### src/rtl/pa_pkg.sv
// Shared partition-algorithm types: requester tag and one-hot decode helper.
// Tags are sized for the largest supported requester count (8).
package pa_pkg;

   localparam int PA_MAX_REQ = 8;
   localparam int PA_TAG_W   = 3;

   typedef logic [PA_TAG_W-1:0] pa_tag_t;

   // OR-reduction encoder; the input is assumed one-hot (or all zero).
   function automatic pa_tag_t pa_onehot_to_idx(input logic [PA_MAX_REQ-1:0] oh);
      pa_tag_t idx;
      idx = '0;
      for (int i = 0; i < PA_MAX_REQ; i++) begin
         if (oh[i]) idx = idx | pa_tag_t'(i);
      end
      return idx;
   endfunction

endpackage

### src/rtl/pa_tag_fifo.sv
// In-order tag FIFO recording which requester owns each outstanding RAM read.
// Pointers wrap modulo DEPTH; a push when full or a pop when empty is ignored.
module pa_tag_fifo
   import pa_pkg::*;
#(
   parameter int DEPTH = 4
) (
   input  logic                   clk,
   input  logic                   rst,
   input  logic                   push,
   input  pa_tag_t                push_tag,
   input  logic                   pop,
   output pa_tag_t                pop_tag,
   output logic                   full,
   output logic                   empty,
   output logic [$clog2(DEPTH):0] count
);

   localparam int PW = (DEPTH > 1) ? $clog2(DEPTH) : 1;
   localparam int CW = $clog2(DEPTH) + 1;

   pa_tag_t         mem [DEPTH];
   logic [PW-1:0]   wr_ptr;
   logic [PW-1:0]   rd_ptr;
   logic            push_ok;
   logic            pop_ok;

   assign full    = (count == CW'(DEPTH));
   assign empty   = (count == '0);
   assign push_ok = push && !full;
   assign pop_ok  = pop && !empty;
   assign pop_tag = mem[rd_ptr];

   always_ff @(posedge clk or posedge rst) begin
      if (rst) begin
         wr_ptr <= '0;
         rd_ptr <= '0;
         count  <= '0;
      end else begin
         if (push_ok) wr_ptr <= (wr_ptr == PW'(DEPTH-1)) ? '0 : wr_ptr + 1'b1;
         if (pop_ok)  rd_ptr <= (rd_ptr == PW'(DEPTH-1)) ? '0 : rd_ptr + 1'b1;
         count <= count + CW'(push_ok) - CW'(pop_ok);
      end
   end

   // Storage carries no reset; only the pointers define what is valid.
   always_ff @(posedge clk) begin
      if (push_ok) mem[wr_ptr] <= push_tag;
   end

endmodule

### src/rtl/pa_ram_rd_arbiter.sv
// Round-robin arbiter sharing the data-RAM read port between PA engines;
// routes each in-order RAM return back to the requester that issued it.
module pa_ram_rd_arbiter
   import pa_pkg::*;
#(
   parameter int SIZE_ADDR = 32,
   parameter int SIZE_DATA = 32,
   parameter int NUM_REQ   = 4,
   parameter int MAX_OUTST = 4
) (
   input  logic                         i_clk,
   input  logic                         i_rst,
   input  logic [NUM_REQ-1:0]           i_req,
   input  logic [NUM_REQ*SIZE_ADDR-1:0] i_req_addr,
   output logic [NUM_REQ-1:0]           o_gnt,
   output logic [NUM_REQ-1:0]           o_rvalid,
   output logic [SIZE_DATA-1:0]         o_rdata,
   output logic                         o_ram_en,
   output logic [SIZE_ADDR-1:0]         o_ram_addr,
   input  logic [SIZE_DATA-1:0]         i_ram_data,
   input  logic                         i_ram_valid,
   output logic                         o_busy,
   output logic                         o_err
);

   localparam int CW = $clog2(MAX_OUTST) + 1;

   pa_tag_t            rr_ptr;
   logic [NUM_REQ-1:0] gnt_c;
   pa_tag_t            gnt_idx;
   logic               push;
   logic               pop;
   logic               full;
   logic               empty;
   logic [CW-1:0]      count;
   logic [CW-1:0]      count_nxt;
   pa_tag_t            pop_tag;

   // Search starts at rr_ptr; a full FIFO (registered count) blocks any grant.
   always_comb begin
      logic found;
      int   cand;
      gnt_c = '0;
      found = 1'b0;
      cand  = 0;
      if (!i_rst && !full) begin
         for (int i = 0; i < NUM_REQ; i++) begin
            cand = int'(rr_ptr) + i;
            if (cand >= NUM_REQ) cand = cand - NUM_REQ;
            if (!found && i_req[cand]) begin
               found       = 1'b1;
               gnt_c[cand] = 1'b1;
            end
         end
      end
   end

   assign gnt_idx   = pa_onehot_to_idx(PA_MAX_REQ'(gnt_c));
   assign o_gnt     = gnt_c;
   assign push      = |gnt_c;
   assign pop       = i_ram_valid && !empty;
   assign count_nxt = count + CW'(push) - CW'(pop);

   pa_tag_fifo #(
      .DEPTH (MAX_OUTST)
   ) u_tag_fifo (
      .clk      (i_clk),
      .rst      (i_rst),
      .push     (push),
      .push_tag (gnt_idx),
      .pop      (pop),
      .pop_tag  (pop_tag),
      .full     (full),
      .empty    (empty),
      .count    (count)
   );

   always_ff @(posedge i_clk or posedge i_rst) begin
      if (i_rst) begin
         rr_ptr     <= '0;
         o_ram_en   <= 1'b0;
         o_ram_addr <= '0;
         o_rvalid   <= '0;
         o_rdata    <= '0;
         o_busy     <= 1'b0;
         o_err      <= 1'b0;
      end else begin
         o_ram_en <= push;
         if (push) begin
            rr_ptr     <= (gnt_idx == pa_tag_t'(NUM_REQ-1)) ? '0 : gnt_idx + 1'b1;
            o_ram_addr <= i_req_addr[gnt_idx*SIZE_ADDR +: SIZE_ADDR];
         end
         o_rvalid <= pop ? (NUM_REQ'(1) << pop_tag) : '0;
         if (pop) o_rdata <= i_ram_data;
         // Busy looks at the post-update count so it rises with the first issued read.
         o_busy <= (count_nxt != '0);
         if (i_ram_valid && empty) o_err <= 1'b1;
      end
   end

endmodule

### config.mk
export PLATFORM = sky130hd
export DESIGN_NAME = pa_ram_rd_arbiter
export DESIGN_NICKNAME = d
export VERILOG_FILES = /design/src/rtl/pa_pkg.sv /design/src/rtl/pa_tag_fifo.sv /design/src/rtl/pa_ram_rd_arbiter.sv
export SDC_FILE = /design/constraint.sdc
export NUM_CORES = 1
export LEC_CHECK = 0
export BUFFER_PORTS_ARGS = -buffer_cell sky130_fd_sc_hd__buf_2
export CAP_MARGIN = 20
export CORE_AREA = 2 2 102 104
export DETAILED_ROUTE_END_ITERATION = 6
export DIE_AREA = 0 0 104 106
export PLACE_DENSITY = 0.9
export SYNTH_ARGS = -nofsm -noshare
export SYNTH_HDL_FRONTEND = slang
export SYNTH_SLANG_ARGS = --single-unit
export TNS_END_PERCENT = 50
### constraint.sdc
create_clock -name i_clk -period 6.15 [get_ports i_clk]
set_input_delay 0.9225 -clock i_clk [delete_from_list [all_inputs] [get_ports i_clk]]
set_output_delay 0.9225 -clock i_clk [all_outputs]
set_load 0.05 [all_outputs]
* Yosys cells after proc, flatten, opt, wreduce, memory -nomap -nowiden
Memories as Yosys holds them, arrays and structs flattened.
Cells that the tools add are included.
** Word-level totals
- Word-level logic and storage cells :: 118
- Memories :: 1
- Flip-flop bits (word level) :: 81
- Input bits :: 167
- Output and inout bits :: 75
- Bits in latches :: 0
- Bits in writable memories :: 8
- ROM bits :: 0
** Cells by class
- Eq/ne operators :: 4
- Reduce and logical (&&, ||, !) cells :: 21
- $lt $le $gt $ge :: 12
- Multiply operators :: 0
- Shift-type cells :: 2
- Mux-type cells :: 51
- Add/sub/neg operators :: 14
- Div/mod/pow operators :: 0
- Bitwise operators :: 3
** Memory list
- u_tag_fifo.mem :: depth 4, width 2, rd ports 1, clocked after Yosys merged registers in 0, wr ports 1, line pa_tag_fifo.sv:22 : pa_tag_t mem [DEPTH];
** Operators by type and width (count)
- 2-to-1 mux 32 bit :: 8
- greater-or-equal comparator 32 x 1 -> 1 bit (second input constant) :: 4
- less-than comparator 32 x 4 -> 1 bit (second input constant) :: 4
- indexed part select 128 x 9 -> 32 bit :: 1
- 2-to-1 mux 4 bit :: 9
- 2-to-1 mux 1 bit :: 21
- subtractor 4 x 3 -> 5 bit (second input constant) :: 3
- greater-or-equal comparator 4 x 3 -> 1 bit (second input constant) :: 3
- logical AND 1 bit :: 12
- OR 4 bit :: 3
- adder 3 x 2 -> 4 bit (second input constant) :: 2
- binary-select mux 1 bit (select 2 bit) :: 4
- demux 1 bit (select 2 bit) :: 4
- 2-to-1 mux 2 bit :: 4
- adder 3 x 1 -> 3 bit :: 2
- zero test 1 bit :: 6
- subtractor 3 x 1 -> 3 bit :: 2
- adder 2 x 1 -> 2 bit (second input constant) :: 2
- adder 3 x 1 -> 4 bit (second input constant) :: 1
- == test 2 bit (second input constant) :: 2
- OR reduction 4 bit :: 1
- left shift 1 x 3 -> 4 bit (first input constant) :: 1
- subtractor 3 x 3 -> 4 bit (second input constant) :: 1
- adder 3 x 1 -> 3 bit (second input constant) :: 1
- 6 further kinds :: 6

* Depth between registers and ports, before layout
- Word-level depth :: 26
- Mapped depth :: 13
- Depth with buffers taken out :: 12

* Cells and area by module
From an unflattened synthesis, not the netlist that was laid out.
** Unflattened totals
- Cell total of the unflattened synthesis :: 508
- Area, all modules :: 5350.1 um2
** Modules (own cells, without submodules)
- pa_ram_rd_arbiter :: area an instance 4450.5 um2, times used 1, sequential area each 1826.8 um2, cells each 453
- pa_tag_fifo :: area an instance 899.6 um2, times used 1, sequential area each 535.5 um2, cells each 55

* Worst setup path after synthesis
OpenSTA, ideal clock, no wires.
- Kind :: input to register
- Start :: in i_rst
- End :: reg o_busy
- Path buffers :: 0
- Arrival time :: 4724 ps
- Data required time :: 6019 ps
- Setup time :: 131 ps
- Stages :: 8
- Setup slack :: 1295 ps
- Cell sequence :: inv_1 > nand2_1 > a31oi_4 > nor2_2 > nand2_1 > ha_1 > fa_1 > or3_1
** Between the ends
- Longest elaborated chain between the ends :: 7
** RTL lines
- start: declaration :: line pa_ram_rd_arbiter.sv:12 : input logic i_rst,
- zero test 1 bit (no source line)
- logical AND 1 bit :: line pa_ram_rd_arbiter.sv:46 : if (!i_rst && !full) begin
- 2-to-1 mux 4 bit :: line pa_ram_rd_arbiter.sv:46
- named net o_gnt[2] :: line pa_ram_rd_arbiter.sv:15 : output logic [NUM_REQ-1:0] o_gnt,
- OR reduction 4 bit :: line pa_ram_rd_arbiter.sv:60 : assign push = |gnt_c;
- named net push :: line pa_ram_rd_arbiter.sv:31 : logic push;
- adder 3 x 1 -> 3 bit :: line pa_ram_rd_arbiter.sv:62 : assign count_nxt = count + CW'(push) - CW'(pop);
- subtractor 3 x 1 -> 3 bit :: line pa_ram_rd_arbiter.sv:62
- nonzero test 3 bit :: line pa_ram_rd_arbiter.sv:96 : o_busy <= (count_nxt != '0);
- end signal: assignment :: line pa_ram_rd_arbiter.sv:96
- end: declaration :: line pa_ram_rd_arbiter.sv:22 : output logic o_busy,
The timed path passes the listed nets, and every way through them passes these cells.
A chain may end at the register's enable or synchronous reset.

* Final worst setup path
- Start :: reg rr_ptr[0]
- End :: out o_gnt[0]
** Between the ends
- Longest elaborated chain between the ends :: 20
- Elaborated cells on any way between the ends :: 74
- Those cells by class :: add/sub: 7; order compare: 12; mux: 42; bitwise: 3; reduce/logical: 10
** RTL lines
- start: declaration :: line pa_ram_rd_arbiter.sv:28 : pa_tag_t rr_ptr;
- start signal: assignment :: line pa_ram_rd_arbiter.sv:90 : rr_ptr <= (gnt_idx == pa_tag_t'(NUM_REQ-1)) ? '0 : gnt_idx + 1'b1;
- parallel branches: the longest is 18 deep, another holds greater-or-equal comparator 32 x 1 -> 1 bit
- 2-to-1 mux 4 bit * :: line pa_ram_rd_arbiter.sv:50 : if (!found && i_req[cand]) begin
- 2-to-1 mux 4 bit * :: line pa_ram_rd_arbiter.sv:46
- end: declaration :: line pa_ram_rd_arbiter.sv:15
Every way passes the cells marked *. The select of a mux whose other input is x is not followed.

==> flow_metrics.env <==
export IMPL_p_seq_share_pct=26.0
export IMPL_synth_edff_count=8
export IMPL_post_route_period_util_pct=76.0
export IMPL_syn_num_nets=686
export IMPL_p_int_w=0.00189
export IMPL_setup_worst_path_start="rr_ptr[0]"
export IMPL_final_max_slew_viol_count=0
export IMPL_p_clk_share_pct=11.1
export IMPL_place_hpwl_um=9590
export IMPL_drv_cap=0
export IMPL_postCtsHoldBufs=0
export IMPL_drive_gt1_share_pct=39.1
export IMPL_ys_flop_type="dfrtp_1"
export IMPL_grt_pass1_wl_um=20200
export IMPL_skew_ns=0.0133
export IMPL_hold_start="o_err"
export IMPL_relSlewSlack_pct=31.0
export IMPL_setup_violations=0
export IMPL_row_count=37
export IMPL_pre_cts_ws_ns=1.63
export IMPL_sw_frac_of_total_pct=51.7
export IMPL_final_util_pct=63.5
export IMPL_clockBufferDepth=2
export IMPL_crit_path_end_kind="output pin"
export IMPL_clock_latency_ns=0.35
export IMPL_cellLeakagePower_nw=3.43
export IMPL_r2r_cells=11
export IMPL_worst_path_max_fanout=35
export IMPL_grt_pass1_vias=4150
export IMPL_critPathLaunchType="flip-flop"
export IMPL_postCtsSetupRepairBufs=0
export IMPL_pwr_share_comb_pct=62.9
export IMPL_die_w_um=104
export IMPL_cts_reportedPaths_clkPinSlew_ns=0.09
export IMPL_multi_input_area_um2=2280
export IMPL_drt_total_wl_um=12800
export IMPL_syn_to_final_growth_pct=30.3
export IMPL_p_sw_w=0.00202
export IMPL_peakVddDrop_uv=338
export IMPL_regArea_um2=2240
export IMPL_tns_ns=0
export IMPL_drtAntennaViolNets=0
export IMPL_wire_per_inst_um=14.8
export IMPL_track_usage_pct=23.0
export IMPL_rsz0062_at_grt="no"
export IMPL_hold_slack_ns=0.457
export IMPL_worst_slack_ns=1.48
export IMPL_portBuffers=241
export IMPL_fmax_mhz=214
export IMPL_yosys_warnings=0
export IMPL_final_nets=912
export IMPL_critPathRequiredTime_ns=5.23
export IMPL_h_tree_depth=3
export IMPL_min_path_cells=1
export IMPL_worst_pin_slew_ns=1.03
export IMPL_drt_pass1_iter_count=4
export IMPL_synthArstFlopShare_pct=90.9
export IMPL_antenna_cells=0
export IMPL_met2_usage_pct=41.2
export IMPL_path_class="reg -> out"
export IMPL_postCtsResizedCells=0
export IMPL_synth_cell_type_count=44
export IMPL_met3_usage_pct=4.97
export IMPL_coreArea_um2=10000
export IMPL_arrival_ns=3.75
export IMPL_fill_cells=875
export IMPL_synth_area_top_cells="dfrtp_1, nand2_1, mux2i_1"
export IMPL_dieArea_um2=11000
export IMPL_numCtsBuffers=9
export IMPL_synth_cells=501
export IMPL_hp_class="reg -> reg"
export IMPL_drtIter0Drc=228
export IMPL_drc=0
export IMPL_cts_tree="built"
export IMPL_synth_area_per_cell_um2=9.73
export IMPL_die_h_um=106
export IMPL_syn_area_um2=4880
export IMPL_start_util_pct=48.8
export IMPL_outcome="completed"
export IMPL_cts_sinks=88
export IMPL_reg2reg_setup_slack_ns=1.80
export IMPL_placed_area_um2=6100
export IMPL_yosysMostFrequentCell="nand2_1"
export IMPL_busiest_layer="met2"
export IMPL_yosysTopAreaCell="dfrtp_1"
export IMPL_antenna_found_initial=0
export IMPL_period_minus_slack_ns=4.67
export IMPL_dr_total_vias=4361
export IMPL_synth_seq_cells=88
export IMPL_ys_seq_area_share_pct=46.0
export IMPL_use_met1_pct=28.0
export IMPL_synth_top_area_share_pct=41.1
export IMPL_vias_per_cell=5.02
export IMPL_grt_max_degree=81
export IMPL_hold_violations=0
export IMPL_cts_root_buf="clkbuf_8"
export IMPL_io_pins=242
export IMPL_gp_congestion=0.837
export IMPL_final_cell_area_um2=6350
export IMPL_p_per_area_nw_per_um2=614
export IMPL_gr_total_overflow=0
export IMPL_timing_rr_start="rr_ptr[0]"
export IMPL_synth_commonest_cells="nand2_1, dfrtp_1, inv_1, nor2_1"
[area by class of cell]
class	instances	share of cell area, %
Clock inverter	5	0.945
Timing Repair Buffer	247	20.0
Multi-Input combinational cell	337	35.9
Inverter	44	2.62
Tap cell	136	2.68
Clock buffer	11	2.56
Sequential cell	88	35.3
[kinds of logic (layout without fill, tap and decap cells)]
logic type | Yosys count | count (layout) | synth area share [%]
xor+xnor | 3 | 3 | 0.539
fa+ha+maj | 18 | 18 | 4.93
flops | 88 | 88 | 46.0
mux | 40 | 40 | 9.80
compound gates | 79 | 79 | 14.4
simple gates | 197 | 197 | 16.6
buf+inv | 76 | 307 | 7.72
[placed cells by master (no fill, tap or decap), types with 2 or more instances in the layout]
cell type / Yosys / routed
mux4_2: 6 / 6
o221a_2: 7 / 7
nand3b_1: 2 / 2
mux2_1: 2 / 2
and2_1: 6 / 6
buf_4: 2 / 5
xnor2_1: 2 / 2
ha_1: 16 / 16
nor2_1: 37 / 37
a31oi_1: 32 / 32
a21oi_1: 3 / 3
buf_2: 7 / 241
a22oi_1: 2 / 2
a31oi_4: 2 / 2
fa_1: 2 / 2
dfrtp_1: 80 / 80
edfxtp_1: 8 / 8
nand2_1: 138 / 138
clkinv_2: 0 / 2
clkbuf_8: 0 / 10
a21o_1: 2 / 2
o221a_1: 25 / 25
inv_1: 43 / 42
nor3_1: 4 / 4
mux2i_1: 32 / 32
[power by group through the flow]
stage | clock [W] | sequential (W) | combinational [W]
6_report | 0.000435 | 0.00101 | 0.00245
5_1_grt | 0.000465 | 0.00105 | 0.00266
4_1_cts | 0.000443 | 0.00101 | 0.00247
3_5_place_dp | 0 | 0.00102 | 0.00247
3_3_place_gp | 0 | 0.00101 | 0.00240
2_1_floorplan | 0 | 0.00167 | 0.00136
[metrics by stage]
| step | cells | total power (W) |
|---|---|---|
| after floorplan | 501 | 0.00304 |
| after global placement | 851 | 0.00341 |
| after detailed placement | 851 | 0.00350 |
| after CTS | 867 | 0.00393 |
| after global routing | 868 | 0.00417 |
| final | 868 | 0.00390 |
[state kept, by name (all words and copies together), names as in the netlist, 2 cells and up]
register and flops:
o_ram_addr 32, o_rvalid 4, u_tag_fifo.count 3, u_tag_fifo.wr_ptr 2, rr_ptr 2, u_tag_fifo.mem 8, o_rdata 32, u_tag_fifo.rd_ptr 2
[layer usage]
layer | wire length [um] | part of all wire, % | vias to the layer above
li1 | - | - | 2165
met4 | 176 | 1.4 | 0
met5 | 0 | 0 | -
met3 | 857 | 6.7 | 15
met1 | 5330 | 41 | 2014
met2 | 6480 | 50 | 167
[worst paths after layout]
kind                                  end
setup / recovery                 o_gnt[0]
hold / removal                      o_err
setup reg to reg                   o_busy
hold reg to reg                     o_err
max in group asynchronous  o_ram_addr[15]
min in group asynchronous      o_rdata[4]
[critical path: stages, from the launching register on]
cell and delay [ns]:
dfrtp_1 0.57, inv_1 0.18, ha_1 0.36, mux4_2 0.37
nor3b_1 0.42, a22oi_1 0.20, a31oi_4 0.88, buf_2 0.41
Note: power is estimated with default switching activity, not from simulation.
